--- config.mk ---
export PLATFORM = sky130hd
export DESIGN_NAME = ps2_mouse_tracker
export DESIGN_NICKNAME = d
export VERILOG_FILES = /design/src/rtl/mouse_pkg.sv /design/src/rtl/ps2_rx_byte.sv /design/src/rtl/ps2_mouse_tracker.sv
export SDC_FILE = /design/constraint.sdc
export NUM_CORES = 1
export LEC_CHECK = 0
export CELL_PAD_IN_SITES_DETAIL_PLACEMENT = 0
export CELL_PAD_IN_SITES_GLOBAL_PLACEMENT = 1
export CORE_AREA = 2 2 121 123
export CTS_CLUSTER_SIZE = 40
export DETAILED_ROUTE_END_ITERATION = 8
export DIE_AREA = 0 0 123 125
export PLACE_DENSITY = 0.54
export SYNTH_ARGS = -nofsm -noshare
export SYNTH_HDL_FRONTEND = slang
export SYNTH_SLANG_ARGS = --single-unit
--- constraint.sdc ---
create_clock -name clk -period 3.06 [get_ports clk]
set_input_delay 0.612 -clock clk [delete_from_list [all_inputs] [get_ports clk]]
set_output_delay 0.612 -clock clk [all_outputs]
set_load 0.03 [all_outputs]
--- src/rtl/mouse_pkg.sv ---
// Shared constants and types for the PS/2 mouse tracker: status-byte layout,
// receiver state encoding, default screen limits and delta/position types.
package mouse_pkg;

  localparam int STAT_L    = 0;
  localparam int STAT_R    = 1;
  localparam int STAT_M    = 2;
  localparam int STAT_ONE  = 3;
  localparam int STAT_XS   = 4;
  localparam int STAT_YS   = 5;
  localparam int STAT_XOVF = 6;
  localparam int STAT_YOVF = 7;

  localparam int DEF_SCREEN_W = 640;
  localparam int DEF_SCREEN_H = 480;

  typedef enum logic [1:0] {
    RX_IDLE   = 2'd0,
    RX_DATA   = 2'd1,
    RX_PARITY = 2'd2,
    RX_STOP   = 2'd3
  } rx_state_e;

  typedef logic signed [8:0]  delta_t;
  typedef logic signed [10:0] pos_t;

  // Status byte fields still needed once bytes 1 and 2 arrive.
  typedef struct packed {
    logic       y_ovf;
    logic       x_ovf;
    logic       y_sign;
    logic       x_sign;
    logic [2:0] btn;
  } status_t;

endpackage

--- src/rtl/ps2_rx_byte.sv ---
// PS/2 device-to-host byte receiver: pin synchronizers, falling-edge detect,
// 11-bit frame FSM and mid-frame timeout. Parity enforced with PS2_PARITY_CHECK_EN.
module ps2_rx_byte
  import mouse_pkg::*;
#(
  parameter int TIMEOUT_CYCLES = 50000
) (
  input  logic       clk,
  input  logic       rst_n,
  input  logic       ps2_clk,
  input  logic       ps2_data,
  output logic [7:0] rx_byte,
  output logic       byte_strobe,
  output logic       err
);

`ifdef PS2_PARITY_CHECK_EN
  localparam bit PAR_CHECK = 1'b1;
`else
  localparam bit PAR_CHECK = 1'b0;
`endif

  localparam int CNT_W = $clog2(TIMEOUT_CYCLES + 1);

  logic             clk_meta_q, clk_sync_q, clk_prev_q;
  logic             data_meta_q, data_sync_q;
  rx_state_e        state_q, state_d;
  logic [2:0]       bit_cnt_q, bit_cnt_d;
  logic [CNT_W-1:0] to_cnt_q, to_cnt_d;
  logic             strobe_q, strobe_d;
  logic             err_q, err_d;
  logic [7:0]       shift_q, shift_d;
  logic [7:0]       byte_q, byte_d;
  logic             par_ok_q, par_ok_d;
  logic             fall, timeout;

  // Idle bus is high, so the synchronizers come out of reset at 1 to avoid a false edge.
  always_ff @(posedge clk or negedge rst_n) begin
    if (!rst_n) begin
      clk_meta_q  <= 1'b1;
      clk_sync_q  <= 1'b1;
      clk_prev_q  <= 1'b1;
      data_meta_q <= 1'b1;
      data_sync_q <= 1'b1;
      state_q     <= RX_IDLE;
      bit_cnt_q   <= '0;
      to_cnt_q    <= '0;
      strobe_q    <= 1'b0;
      err_q       <= 1'b0;
    end else begin
      clk_meta_q  <= ps2_clk;
      clk_sync_q  <= clk_meta_q;
      clk_prev_q  <= clk_sync_q;
      data_meta_q <= ps2_data;
      data_sync_q <= data_meta_q;
      state_q     <= state_d;
      bit_cnt_q   <= bit_cnt_d;
      to_cnt_q    <= to_cnt_d;
      strobe_q    <= strobe_d;
      err_q       <= err_d;
    end
  end

  always_ff @(posedge clk) begin
    shift_q  <= shift_d;
    byte_q   <= byte_d;
    par_ok_q <= par_ok_d;
  end

  assign fall    = clk_prev_q & ~clk_sync_q;
  assign timeout = (state_q != RX_IDLE) && !fall &&
                   (to_cnt_q == CNT_W'(TIMEOUT_CYCLES - 1));

  always_comb begin
    state_d   = state_q;
    bit_cnt_d = bit_cnt_q;
    shift_d   = shift_q;
    byte_d    = byte_q;
    par_ok_d  = par_ok_q;
    strobe_d  = 1'b0;
    err_d     = 1'b0;
    to_cnt_d  = (fall || state_q == RX_IDLE) ? '0 : to_cnt_q + CNT_W'(1);

    if (fall) begin
      case (state_q)
        RX_IDLE: begin
          if (!data_sync_q) begin
            state_d   = RX_DATA;
            bit_cnt_d = '0;
          end
        end
        RX_DATA: begin
          shift_d   = {data_sync_q, shift_q[7:1]};
          bit_cnt_d = bit_cnt_q + 3'd1;
          if (bit_cnt_q == 3'd7) state_d = RX_PARITY;
        end
        RX_PARITY: begin
          par_ok_d = ^{shift_q, data_sync_q};
          state_d  = RX_STOP;
        end
        default: begin
          state_d = RX_IDLE;
          if (!data_sync_q || (PAR_CHECK && !par_ok_q)) begin
            err_d = 1'b1;
          end else begin
            strobe_d = 1'b1;
            byte_d   = shift_q;
          end
        end
      endcase
    end else if (timeout) begin
      state_d = RX_IDLE;
      err_d   = 1'b1;
    end
  end

  assign rx_byte     = byte_q;
  assign byte_strobe = strobe_q;
  assign err         = err_q;

endmodule

--- src/rtl/ps2_mouse_tracker.sv ---
// PS/2 mouse packet decoder and clamped absolute cursor tracker for the VGA path.
// Build option PS2_PARITY_CHECK_EN makes the receiver reject bad-parity bytes.
module ps2_mouse_tracker
  import mouse_pkg::*;
#(
  parameter int SCREEN_W       = DEF_SCREEN_W,
  parameter int SCREEN_H       = DEF_SCREEN_H,
  parameter int X_INIT         = 320,
  parameter int Y_INIT         = 240,
  parameter int TIMEOUT_CYCLES = 50000
) (
  input  logic       clk,
  input  logic       rst_n,
  input  logic       ps2_clk,
  input  logic       ps2_data,
  output logic [9:0] mouse_x,
  output logic [8:0] mouse_y,
  output logic       btn_left,
  output logic       btn_right,
  output logic       btn_middle,
  output logic       pos_valid,
  output logic       frame_err
);

  localparam pos_t X_MAX = pos_t'(SCREEN_W - 1);
  localparam pos_t Y_MAX = pos_t'(SCREEN_H - 1);

  logic [7:0] rx_byte;
  logic       rx_strobe, rx_err;

  ps2_rx_byte #(
    .TIMEOUT_CYCLES(TIMEOUT_CYCLES)
  ) u_rx (
    .clk        (clk),
    .rst_n      (rst_n),
    .ps2_clk    (ps2_clk),
    .ps2_data   (ps2_data),
    .rx_byte    (rx_byte),
    .byte_strobe(rx_strobe),
    .err        (rx_err)
  );

  function automatic pos_t delta(input logic sign, input logic ovf, input logic [7:0] low);
    delta_t d;
    d = {sign, low};
    if (ovf) d = '0;
    return pos_t'(d);
  endfunction

  function automatic pos_t clamp(input pos_t v, input pos_t hi);
    if (v < pos_t'(0)) return '0;
    if (v > hi)        return hi;
    return v;
  endfunction

  logic [1:0] idx_q, idx_d;
  status_t    status_q, status_d;
  logic [7:0] dx_byte_q, dx_byte_d;
  logic [9:0] x_q, x_d;
  logic [8:0] y_q, y_d;
  logic [2:0] btn_q, btn_d;
  logic       pv_q, pv_d;
  logic       ferr_q, ferr_d;
  pos_t       dx, dy, x_new, y_new;

  always_ff @(posedge clk or negedge rst_n) begin
    if (!rst_n) begin
      idx_q  <= 2'd0;
      x_q    <= 10'(X_INIT);
      y_q    <= 9'(Y_INIT);
      btn_q  <= 3'b000;
      pv_q   <= 1'b0;
      ferr_q <= 1'b0;
    end else begin
      idx_q  <= idx_d;
      x_q    <= x_d;
      y_q    <= y_d;
      btn_q  <= btn_d;
      pv_q   <= pv_d;
      ferr_q <= ferr_d;
    end
  end

  always_ff @(posedge clk) begin
    status_q  <= status_d;
    dx_byte_q <= dx_byte_d;
  end

  // PS/2 dy is positive upward while screen y grows downward, hence the subtraction.
  assign dx    = delta(status_q.x_sign, status_q.x_ovf, dx_byte_q);
  assign dy    = delta(status_q.y_sign, status_q.y_ovf, rx_byte);
  assign x_new = clamp(pos_t'({1'b0, x_q}) + dx, X_MAX);
  assign y_new = clamp(pos_t'({2'b00, y_q}) - dy, Y_MAX);

  always_comb begin
    idx_d     = idx_q;
    status_d  = status_q;
    dx_byte_d = dx_byte_q;
    x_d       = x_q;
    y_d       = y_q;
    btn_d     = btn_q;
    pv_d      = 1'b0;
    ferr_d    = 1'b0;

    if (rx_err) begin
      idx_d  = 2'd0;
      ferr_d = 1'b1;
    end else if (rx_strobe) begin
      case (idx_q)
        2'd0: begin
          // Bit 3 is always set in a real status byte; anything else means we are misaligned.
          if (rx_byte[STAT_ONE]) begin
            status_d.btn    = {rx_byte[STAT_M], rx_byte[STAT_R], rx_byte[STAT_L]};
            status_d.x_sign = rx_byte[STAT_XS];
            status_d.y_sign = rx_byte[STAT_YS];
            status_d.x_ovf  = rx_byte[STAT_XOVF];
            status_d.y_ovf  = rx_byte[STAT_YOVF];
            idx_d           = 2'd1;
          end else begin
            ferr_d = 1'b1;
          end
        end
        2'd1: begin
          dx_byte_d = rx_byte;
          idx_d     = 2'd2;
        end
        default: begin
          x_d   = 10'(x_new);
          y_d   = 9'(y_new);
          btn_d = status_q.btn;
          pv_d  = 1'b1;
          idx_d = 2'd0;
        end
      endcase
    end
  end

  assign mouse_x    = x_q;
  assign mouse_y    = y_q;
  assign btn_left   = btn_q[0];
  assign btn_right  = btn_q[1];
  assign btn_middle = btn_q[2];
  assign pos_valid  = pv_q;
  assign frame_err  = ferr_q;

endmodule

==> reports/qor.yml, run 1 <==
slew_headroom: 0.569
cts_made_buffers: 9
netlist_instances: 405
synth_nets: 438
critPathArrivalTime_ns: 3.08
run_status: "complete, no violations"
netlist.top_cell.by_area: "dfrtp_1"
clock_path_buffers: 2
async_flop_share: 0.635
synth_top_area_share: 0.245
fin_crit_sh: 0.916
grt_start_max_net_pins: 30
clk_latency_ns: 0.34
track_usage: 0.123
maxClockFrequency_mhz: 357
drc: 0
peakVddDrop_uv: 338
hpwl_um: 6500
grt_pass1_vias: 2926
rsz0062_at_grt: "false"
rows: 44
power_uw: 2980
final_hold_viol_count: 0
syn_area_per_cell_um2: 10.8
comb_power_share: 0.174
clock-sinks: 85
diodes: 0
synth-edff-count: 31
worstPathMaxFanout: 9
cts_tree: "yes"
dieArea_um2: 15400
grt_overflow: 0
seqCellArea_um2: 2300
routedWlPerCell_um: 13.9
drive_gt1_frac: 0.0960
die_w_um: 123
worstPathRequired_ns: 3.34
setup_tns_ns: 0
dr.pass1.iters: 4
core_region_area_um2: 14200
fin_nets: 476
hold_path.class: "input port to asynchronous set/reset pin"
critical_path_class: "flip-flop to flip-flop"
cts_setup_buffers: 0
p_int_uw: 2080
synth_seq_cells: 85
power_density_nw_per_um2: 572
cellLeakagePower_uw: 0.00212
htree_levels: 3
initial_core_util: 0.309
n_fill_cell: 1442
cts-root-buf: "clkbuf_16"
fin_skew_ns: 0.0124
final_max_slew_viol_count: 0
ys.flop_type: "dfrtp_1"
worst_slew_pin_slew_ns: 0.645
die_y_um: 125
detail-route-antenna-nets: 0
synth.top_cells.by_area: "dfrtp_1, edfxtp_1, ha_1, dfstp_2, nand2_1"
switching_power_uw: 895
numPortBuffers: 27
antenna_found_initial: 0
synth_warnings: 0
ys_seq_area_frac: 0.524
endpoint_kind: "flip-flop"
clkTransAtPathRegs_ns: 0.07
routed_wl_um: 8800
seq_power_share: 0.459
start_kind: "flip-flop"
synth_cell_types: 54
period_minus_slack_ns: 2.80
power_frac_clock: 0.368
ios: 28
vias_per_cell: 4.81
drtIter0Drc: 158
area_growth_pct: 18.7
multi_input_area_um2: 2010
gp_congestion: 0.800
syn_area_um2: 4390
max_cap_violations: 0
setup_viol: 0
grt_pass1_wl_um: 14900
netSwitchingFraction: 0.300
vias: 3042
==> state kept, by name, summed over array words and instances (netlist names) <==
register,count
btn_q,3
dx_byte_q,8
frame_err,1
idx_q,2
mouse_x,10
mouse_y,9
pos_valid,1
status_q,7
u_rx.bit_cnt_q,3
u_rx.byte_strobe,1
u_rx.clk_meta_q,1
u_rx.clk_prev_q,1
u_rx.clk_sync_q,1
u_rx.data_meta_q,1
u_rx.data_sync_q,1
u_rx.err,1
u_rx.rx_byte,8
u_rx.shift_q,8
u_rx.state_q,2
u_rx.to_cnt_q,16
==> Yosys cell counts, drive strengths merged, types with 3 or more instances <==
master / instances
and3: 3
dfrtp: 43
xnor2: 13
a2bb2oi: 5
ha: 27
inv: 17
and2: 6
a211oi: 4
nand2b: 14
a21o: 8
edfxtp: 31
or2: 3
nand3: 9
o211ai: 7
nand2: 38
o21a: 4
nor2b: 18
xor2: 10
dfstp: 11
clkbuf: 5
a21oi: 26
nand4: 3
nor4bb: 3
nor2: 33
o21ai: 25
a22oi: 9
or3: 5
==> cell families after synthesis <==
logic type | synth area share
muxes | 0.00799
buffers and inverters | 0.0200
and+or+nand+nor | 0.160
DFF | 0.524
xor gates and xnor gates | 0.0459
adders and majority gates | 0.0862
AOI/OAI and AO/OA | 0.156
==> routing by layer <==
layer  track usage  wire length, um  up-vias
met5             0                0        -
met4        0.0481              137        0
met3        0.0251              231       10
met2         0.188             4050       40
met1         0.172             4380     1467
li1              -                -     1525
==> metrics by stage <==
step	hold slack [ns]	std cells	setup slack, ns	utilization	instance area [um^2]
final	0.261	632	0.257	0.367	5210
after global routing	0.296	632	0.0126	0.367	5210
after CTS	0.265	632	0.240	0.366	5200
after detailed placement	0.347	616	0.250	0.345	4900
after global placement	0.346	616	0.273	0.345	4900
after floorplan	0.316	405	0.451	-	4390
==> layout make-up <==
class	instances	share of cell area
flip-flops and latches	85	0.441
clock buffers	9	0.0432
clock inverters	7	0.0147
well taps	184	0.0442
multi-input cells	297	0.385
inverters	17	0.0123
repair buffers	33	0.0596
==> repair_timing <==
item / 4_1_cts / 5_1_grt
endpoints found under the setup margin: 0 / 3
resized for setup: 0 / 1
hold buffers: 0 / 0
==> worst paths after layout <==
check                                     start           endpoint  slack (ns)  cells past startpoint
worst min-delay path                      rst_n  u_rx.to_cnt_q[15]        0.26                      2
worst min register to register  u_rx.clk_meta_q    u_rx.clk_sync_q        0.36                      0
worst max-delay path                status_q[6]         mouse_y[5]        0.26                     10
max in group asynchronous                 rst_n         mouse_y[4]        2.44                      2
min in group clk                u_rx.clk_meta_q    u_rx.clk_sync_q        0.36                      0
worst max register to register      status_q[6]         mouse_y[5]        0.26                     10
==> cell usage in the layout (no fill, tap or decap), drive strengths merged, types with 7 or more instances in the layout <==
cell type      count
a21o               8
a21oi             26
a22oi              9
buf                7
clkbuf             9
clkdlybuf4s50     26
dfrtp             43
dfstp             11
edfxtp            31
ha                27
inv               21
nand2             38
nand2b            14
nand3              9
nor2              33
nor2b             18
o211ai             7
o21ai             25
xnor2             13
xor2              10
==> power groups by stage <==
stage	registers [uW]	logic, uW	clock network [uW]
after global routing	1380	591	1200
after floorplan	1400	368	0
final	1370	517	1100
after detailed placement	1390	523	0
after CTS	1370	527	1140
after global placement	1390	517	0
==> worst max-delay path, cell delays in order, from the launching register on <==
cell       delay (ns)
edfxtp_1         0.48
nor2b_1          0.16
ha_1             0.17
inv_1            0.05
fa_1             0.42
a211oi_1         0.34
o21ai_1          0.18
a2bb2oi_1        0.20
a2111oi_4        0.40
a21oi_2          0.14
a22o_1           0.20
Note: power is estimated with default switching activity, not from simulation.
==> run 2, diff against run 1 <==
--- a/config.mk
+++ b/config.mk
@@ -5,13 +5,11 @@
 export SDC_FILE = /design/constraint.sdc
 export NUM_CORES = 1
 export LEC_CHECK = 0
-export CELL_PAD_IN_SITES_DETAIL_PLACEMENT = 0
-export CELL_PAD_IN_SITES_GLOBAL_PLACEMENT = 1
 export CORE_AREA = 2 2 121 123
 export CTS_CLUSTER_SIZE = 40
 export DETAILED_ROUTE_END_ITERATION = 8
 export DIE_AREA = 0 0 123 125
-export PLACE_DENSITY = 0.54
+export PLACE_DENSITY = 0.45
 export SYNTH_ARGS = -nofsm -noshare
 export SYNTH_HDL_FRONTEND = slang
 export SYNTH_SLANG_ARGS = --single-unit
==> run 2 against run 1 <==
  * Via count hardly changed
  * Final cell count is 0.16% lower
  * Core utilization is 0.053 points lower
  * Global-route usage is 0.32 points higher
  * Sequential power hardly changed
  * Routed wire length is 2.7% higher
  * Clock skew is 0.0031 ns lower
  * Clock power hardly changed
  * Register-to-register slack hardly changed
  * Flip-flop and latch count stayed put
  * Die area stayed put
  * Critical path type unchanged
  * Critical endpoint is now mouse_x[5]
==> reports/qor.yml, run 2 (synthesis results as in run 1) <==
run_status: "complete, no violations"
critPathArrivalTime_ns: 3.03
drtIter0Drc: 132
grt_pass1_wl_um: 15300
fin_crit_sh: 0.921
design_area_um2: 5200
setup_tns_ns: 0
start_kind: "flip-flop"
cp.depth: 11
grt_overflow: 0
final_hold_viol_count: 0
drc: 0
area_growth_pct: 18.6
cp_slowest_cell: "edfxtp_1"
slew_headroom: 0.535
final_common_cell: "dfrtp_1"
multi_input_area_um2: 2000
gp_congestion: 0.842
hold_path.class: "input port to asynchronous set/reset pin"
n_fill_cell: 1420
cts-root-buf: "clkbuf_16"
diodes: 0
grt_start_max_net_pins: 30
power_density_nw_per_um2: 574
clk_latency_ns: 0.34
largest_reg_flops: 16
die_w_um: 123
core_region_area_um2: 14200
clock_path_buffers: 2
ctsResizeCount: 0
die_y_um: 125
fin_skew_ns: 0.00930
drive_gt1_frac: 0.0895
hold_buffers: 0
clock-sinks: 85
grt_pass1_vias: 3078
cp_cell_sequence: "nor2b_1 -> ha_1 -> inv_1 -> fa_1 -> nand2b_1 -> a21oi_1 -> o21ba_2 -> o22a_1 -> mux2i_2 -> buf_4 -> a22oi_1"
critPathMaxStageDelay_ns: 0.51
period_minus_slack_ns: 2.82
vias: 3041
dpl.cell_count: 615
critical_path_class: "flip-flop to flip-flop"
top_register: "u_rx.to_cnt_q"
critPathTopFamily: "compound AO/OA/AOI/OAI gates"
routed_wl_um: 9030
rsz0062_at_grt: "false"
ios: 28
final_max_slew_viol_count: 0
fin_cells: 631
seqCellArea_um2: 2300
rows: 44
routedWlPerCell_um: 14.3
reg2reg_depth: 11
placed_area_um2: 4910
cts_tree: "yes"
max_cap_violations: 0
worstPathRequired_ns: 3.27
peakVddDrop_uv: 252
final_util: 0.366
track_usage: 0.127
numPortBuffers: 27
setup_viol: 0
detail-route-antenna-nets: 0
clkTransAtPathRegs_ns: 0.07
cts_made_buffers: 9
maxClockFrequency_mhz: 355
cellLeakagePower_uw: 0.00211
cp_num_buf_inv: 2
htree_levels: 3
worst_slew_pin_slew_ns: 0.698
antenna_found_initial: 0
dr.pass1.iters: 4
initial_core_util: 0.309
hpwl_um: 6460
dieArea_um2: 15400
fin_nets: 475
layout_common_cells: "dfrtp_1, nand2_1, nor2_1"
worstPathMaxFanout: 10
cts_setup_buffers: 0
vias_per_cell: 4.82
endpoint_kind: "flip-flop"
run 2: layout make-up:
class / count / area share
sequential: 85 / 0.442
multi-input combinational: 297 / 0.385
timing repair buffer: 32 / 0.0606
tap: 184 / 0.0443
clock buffer: 10 / 0.0440
clock inverter: 6 / 0.0123
inverter: 17 / 0.0123
run 2: worst register-to-register path: stages, from the launching register on:
cell      delay [ns]
edfxtp_1        0.51
nor2b_1         0.17
ha_1            0.21
inv_1           0.06
fa_1            0.39
nand2b_1        0.17
a21oi_1         0.28
o21ba_2         0.22
o22a_1          0.17
mux2i_2         0.20
buf_4           0.20
a22oi_1         0.11
run 2: per-layer routing:
| metal | global-route usage | part of all wire | vias to the layer above |
|---|---|---|---|
| met1 | 0.164 | 0.48 | 1467 |
| met3 | 0.0287 | 0.025 | 10 |
| met2 | 0.203 | 0.48 | 38 |
| met5 | 0 | 0 | - |
| li1 | - | - | 1526 |
| met4 | 0.0521 | 0.017 | 0 |
run 2: per-stage QoR:
step | power (uW) | setup slack [ns] | hold slack [ns]
after detailed placement | 1910 | 0.233 | 0.348
after global placement | 1900 | 0.249 | 0.346
after global routing | 3170 | 0.0297 | 0.363
final | 2990 | 0.242 | 0.310
after floorplan | 1760 | 0.451 | 0.316
after CTS | 3030 | 0.229 | 0.344
run 2: power breakdown:
group          total, uW  switching [uW]  internal (uW)
Clock               1100             466            632
Sequential          1370            80.3           1290
Combinational        521             302            219
Total               2990             848           2140
run 2: worst paths after layout:
| path | from | endpoint | slack, ns |
|---|---|---|---|
| worst max-delay path | status_q[5] | mouse_x[5] | 0.24 |
| worst min-delay path | rst_n | u_rx.to_cnt_q[5] | 0.31 |
| worst max register to register | status_q[5] | mouse_x[5] | 0.24 |
| worst min register to register | u_rx.clk_meta_q | u_rx.clk_sync_q | 0.36 |
| max in group asynchronous | rst_n | mouse_y[4] | 2.09 |
| min in group clk | u_rx.clk_meta_q | u_rx.clk_sync_q | 0.36 |
==> run 3, diff against run 2 <==
--- a/config.mk
+++ b/config.mk
@@ -5,11 +5,11 @@
 export SDC_FILE = /design/constraint.sdc
 export NUM_CORES = 1
 export LEC_CHECK = 0
-export CORE_AREA = 2 2 121 123
+export CORE_AREA = 2 2 169 88
 export CTS_CLUSTER_SIZE = 40
 export DETAILED_ROUTE_END_ITERATION = 8
-export DIE_AREA = 0 0 123 125
-export PLACE_DENSITY = 0.45
+export DIE_AREA = 0 0 171 90
+export PLACE_DENSITY = 0.46
 export SYNTH_ARGS = -nofsm -noshare
 export SYNTH_HDL_FRONTEND = slang
 export SYNTH_SLANG_ARGS = --single-unit
==> run 3 against run 2 <==
  * Die area about the same
  * Core utilization up 0.83 points
  * Count of clock-buffer cells in the layout did not move
  * Total power up 1.0%
  * Cell area rose by 1.1%
  * First-iteration DRC count increased by 38%
  * Clock power about the same
  * Largest cell class unchanged
  * Largest power group unchanged
  * Highest routed layer unchanged
==> reports/qor.yml, run 3 (synthesis results as in run 1) <==
netSwitchingFraction: 0.276
clock-sinks: 85
seqCellArea_um2: 2300
worstSetupStartpoint: "status_q[6]"
worst_slew_pin_slew_ns: 0.674
vias_per_cell: 4.62
run_status: "complete, no violations"
worstPathRequired_ns: 3.30
switching_power_uw: 833
hold_path.class: "input port to asynchronous set/reset pin"
dp_slack_ns: 0.204
dr.pass1.iters: 4
final_max_slew_viol_count: 0
gp_congestion: 0.810
cts-root-buf: "clkbuf_16"
max_cap_violations: 0
multi_input_area_um2: 2010
routed_wl_um: 9360
detail-route-antenna-nets: 0
setup_tns_ns: 0
diodes: 0
numPortBuffers: 27
critPathMaxStageDelay_ns: 0.48
grt_overflow: 0
cts_tree: "yes"
maxClockFrequency_mhz: 354
rows: 31
clk_latency_ns: 0.34
grt_start_max_net_pins: 27
fin_skew_ns: 0.00759
grt_pass1_vias: 2837
r2r-end: "mouse_y[3]"
design_area_um2: 5260
cp_num_buf_inv: 1
die_y_um: 90
fin_crit_sh: 0.923
hpwl_um: 6920
clock_path_buffers: 2
p_int_uw: 2180
cp_slowest_cell: "edfxtp_1"
period_minus_slack_ns: 2.82
area_growth_pct: 19.9
critPathCapture: "mouse_y[3]"
top_register: "u_rx.to_cnt_q"
clkTransAtPathRegs_ns: 0.06
slew_headroom: 0.549
r2r_slack_ns: 0.24
fin_ws_ns: 0.236
critPathArrivalTime_ns: 3.06
endpoint_kind: "flip-flop"
track_usage: 0.129
final_hold_viol_count: 0
drtIter0Drc: 182
seq_power_share: 0.454
grt_pass1_wl_um: 15400
cellLeakagePower_uw: 0.00213
final_common_cell: "dfrtp_1"
worstPathMaxFanout: 8
hold_buffers: 0
placed_area_um2: 4930
vias: 3000
critical_path_class: "flip-flop to flip-flop"
die_w_um: 171
cts_made_buffers: 9
drive_gt1_frac: 0.0998
layout_common_cells: "dfrtp_1, nand2_1, nor2_1"
dieArea_um2: 15400
cp.depth: 10
htree_levels: 3
routedWlPerCell_um: 14.4
critPathTopFamily: "compound AO/OA/AOI/OAI gates"
setup_viol: 0
ios: 28
rsz0062_at_grt: "false"
reg2reg_from: "status_q[6]"
initial_core_util: 0.312
fin_nets: 479
peakVddDrop_uv: 260
power_density_nw_per_um2: 574
reg2reg_depth: 10
drc: 0
core_region_area_um2: 14000
final_util: 0.374
antenna_found_initial: 0
largest_reg_flops: 16
fin_hold_ws_ns: 0.282
comb_power_share: 0.173
power_frac_clock: 0.372
cp_cell_sequence: "nor2b_1 -> ha_1 -> inv_1 -> fa_1 -> a211oi_2 -> o21ai_1 -> a2bb2oi_1 -> a2111oi_4 -> a21oi_2 -> o21ai_0"
start_kind: "flip-flop"
n_fill_cell: 1400
==> run 3: changes by cell type in the layout (fill, tap and decap cells not counted), sizes merged <==
cell,previous run,this run
clkinv,3,4
buf,6,10
clkinvlp,2,1
==> run 3: power by group through the flow <==
stage                     combinational [uW]  clock, uW  sequential [uW]
after CTS                                526       1160             1370
final                                    523       1120             1370
after floorplan                          368          0             1400
after detailed placement                 522          0             1390
after global routing                     595       1230             1390
after global placement                   526          0             1390
==> run 3: worst min path at each step <==
| stage | depth (start not counted) | endpoint | slack (ns) |
|---|---|---|---|
| 4_1_cts | 1 | u_rx.byte_strobe | 0.30 |
| 2_1_floorplan | 0 | btn_q[0] | 0.32 |
| 3_3_place_gp | 0 | u_rx.data_sync_q | 0.35 |
| 3_5_place_dp | 0 | u_rx.data_sync_q | 0.35 |
| 6_report | 1 | mouse_x[0] | 0.28 |
| 5_1_grt | 1 | u_rx.byte_strobe | 0.32 |
==> run 3: per-stage QoR <==
step / cells / total power, uW
after CTS: 648 / 3060
after detailed placement: 632 / 1910
after global placement: 632 / 1920
after global routing: 649 / 3210
after floorplan: 405 / 1760
final: 649 / 3020
==> run 3: area by class of cell <==
| class | instances | area share |
|---|---|---|
| flip-flops and latches | 85 | 0.437 |
| multi-input cells | 297 | 0.382 |
| repair buffers | 36 | 0.0633 |
| clock buffers | 10 | 0.0476 |
| well taps | 198 | 0.0471 |
| inverters | 17 | 0.0121 |
| clock inverters | 6 | 0.0114 |
==> run 3: routing by layer <==
metal / up-vias / track usage / share of wire
met5: - / 0 / 0
met4: 0 / 0.0318 / 0.0084
met3: 8 / 0.0383 / 0.034
met2: 41 / 0.143 / 0.34
met1: 1411 / 0.225 / 0.62
li1: 1540 / - / -
==> run 3: timing repair <==
item                                    CTS  global route
setup buffers                             0             1
gates resized for setup                   0             1
endpoints found under the hold margin     0             0
endpoints found under the setup margin    0             3
==> run 3: worst register-to-register path: stages, from the launching register on <==
cell       delay (ns)
edfxtp_1         0.48
nor2b_1          0.17
ha_1             0.18
inv_1            0.06
fa_1             0.42
a211oi_2         0.27
o21ai_1          0.15
a2bb2oi_1        0.21
a2111oi_4        0.41
a21oi_2          0.15
o21ai_0          0.24
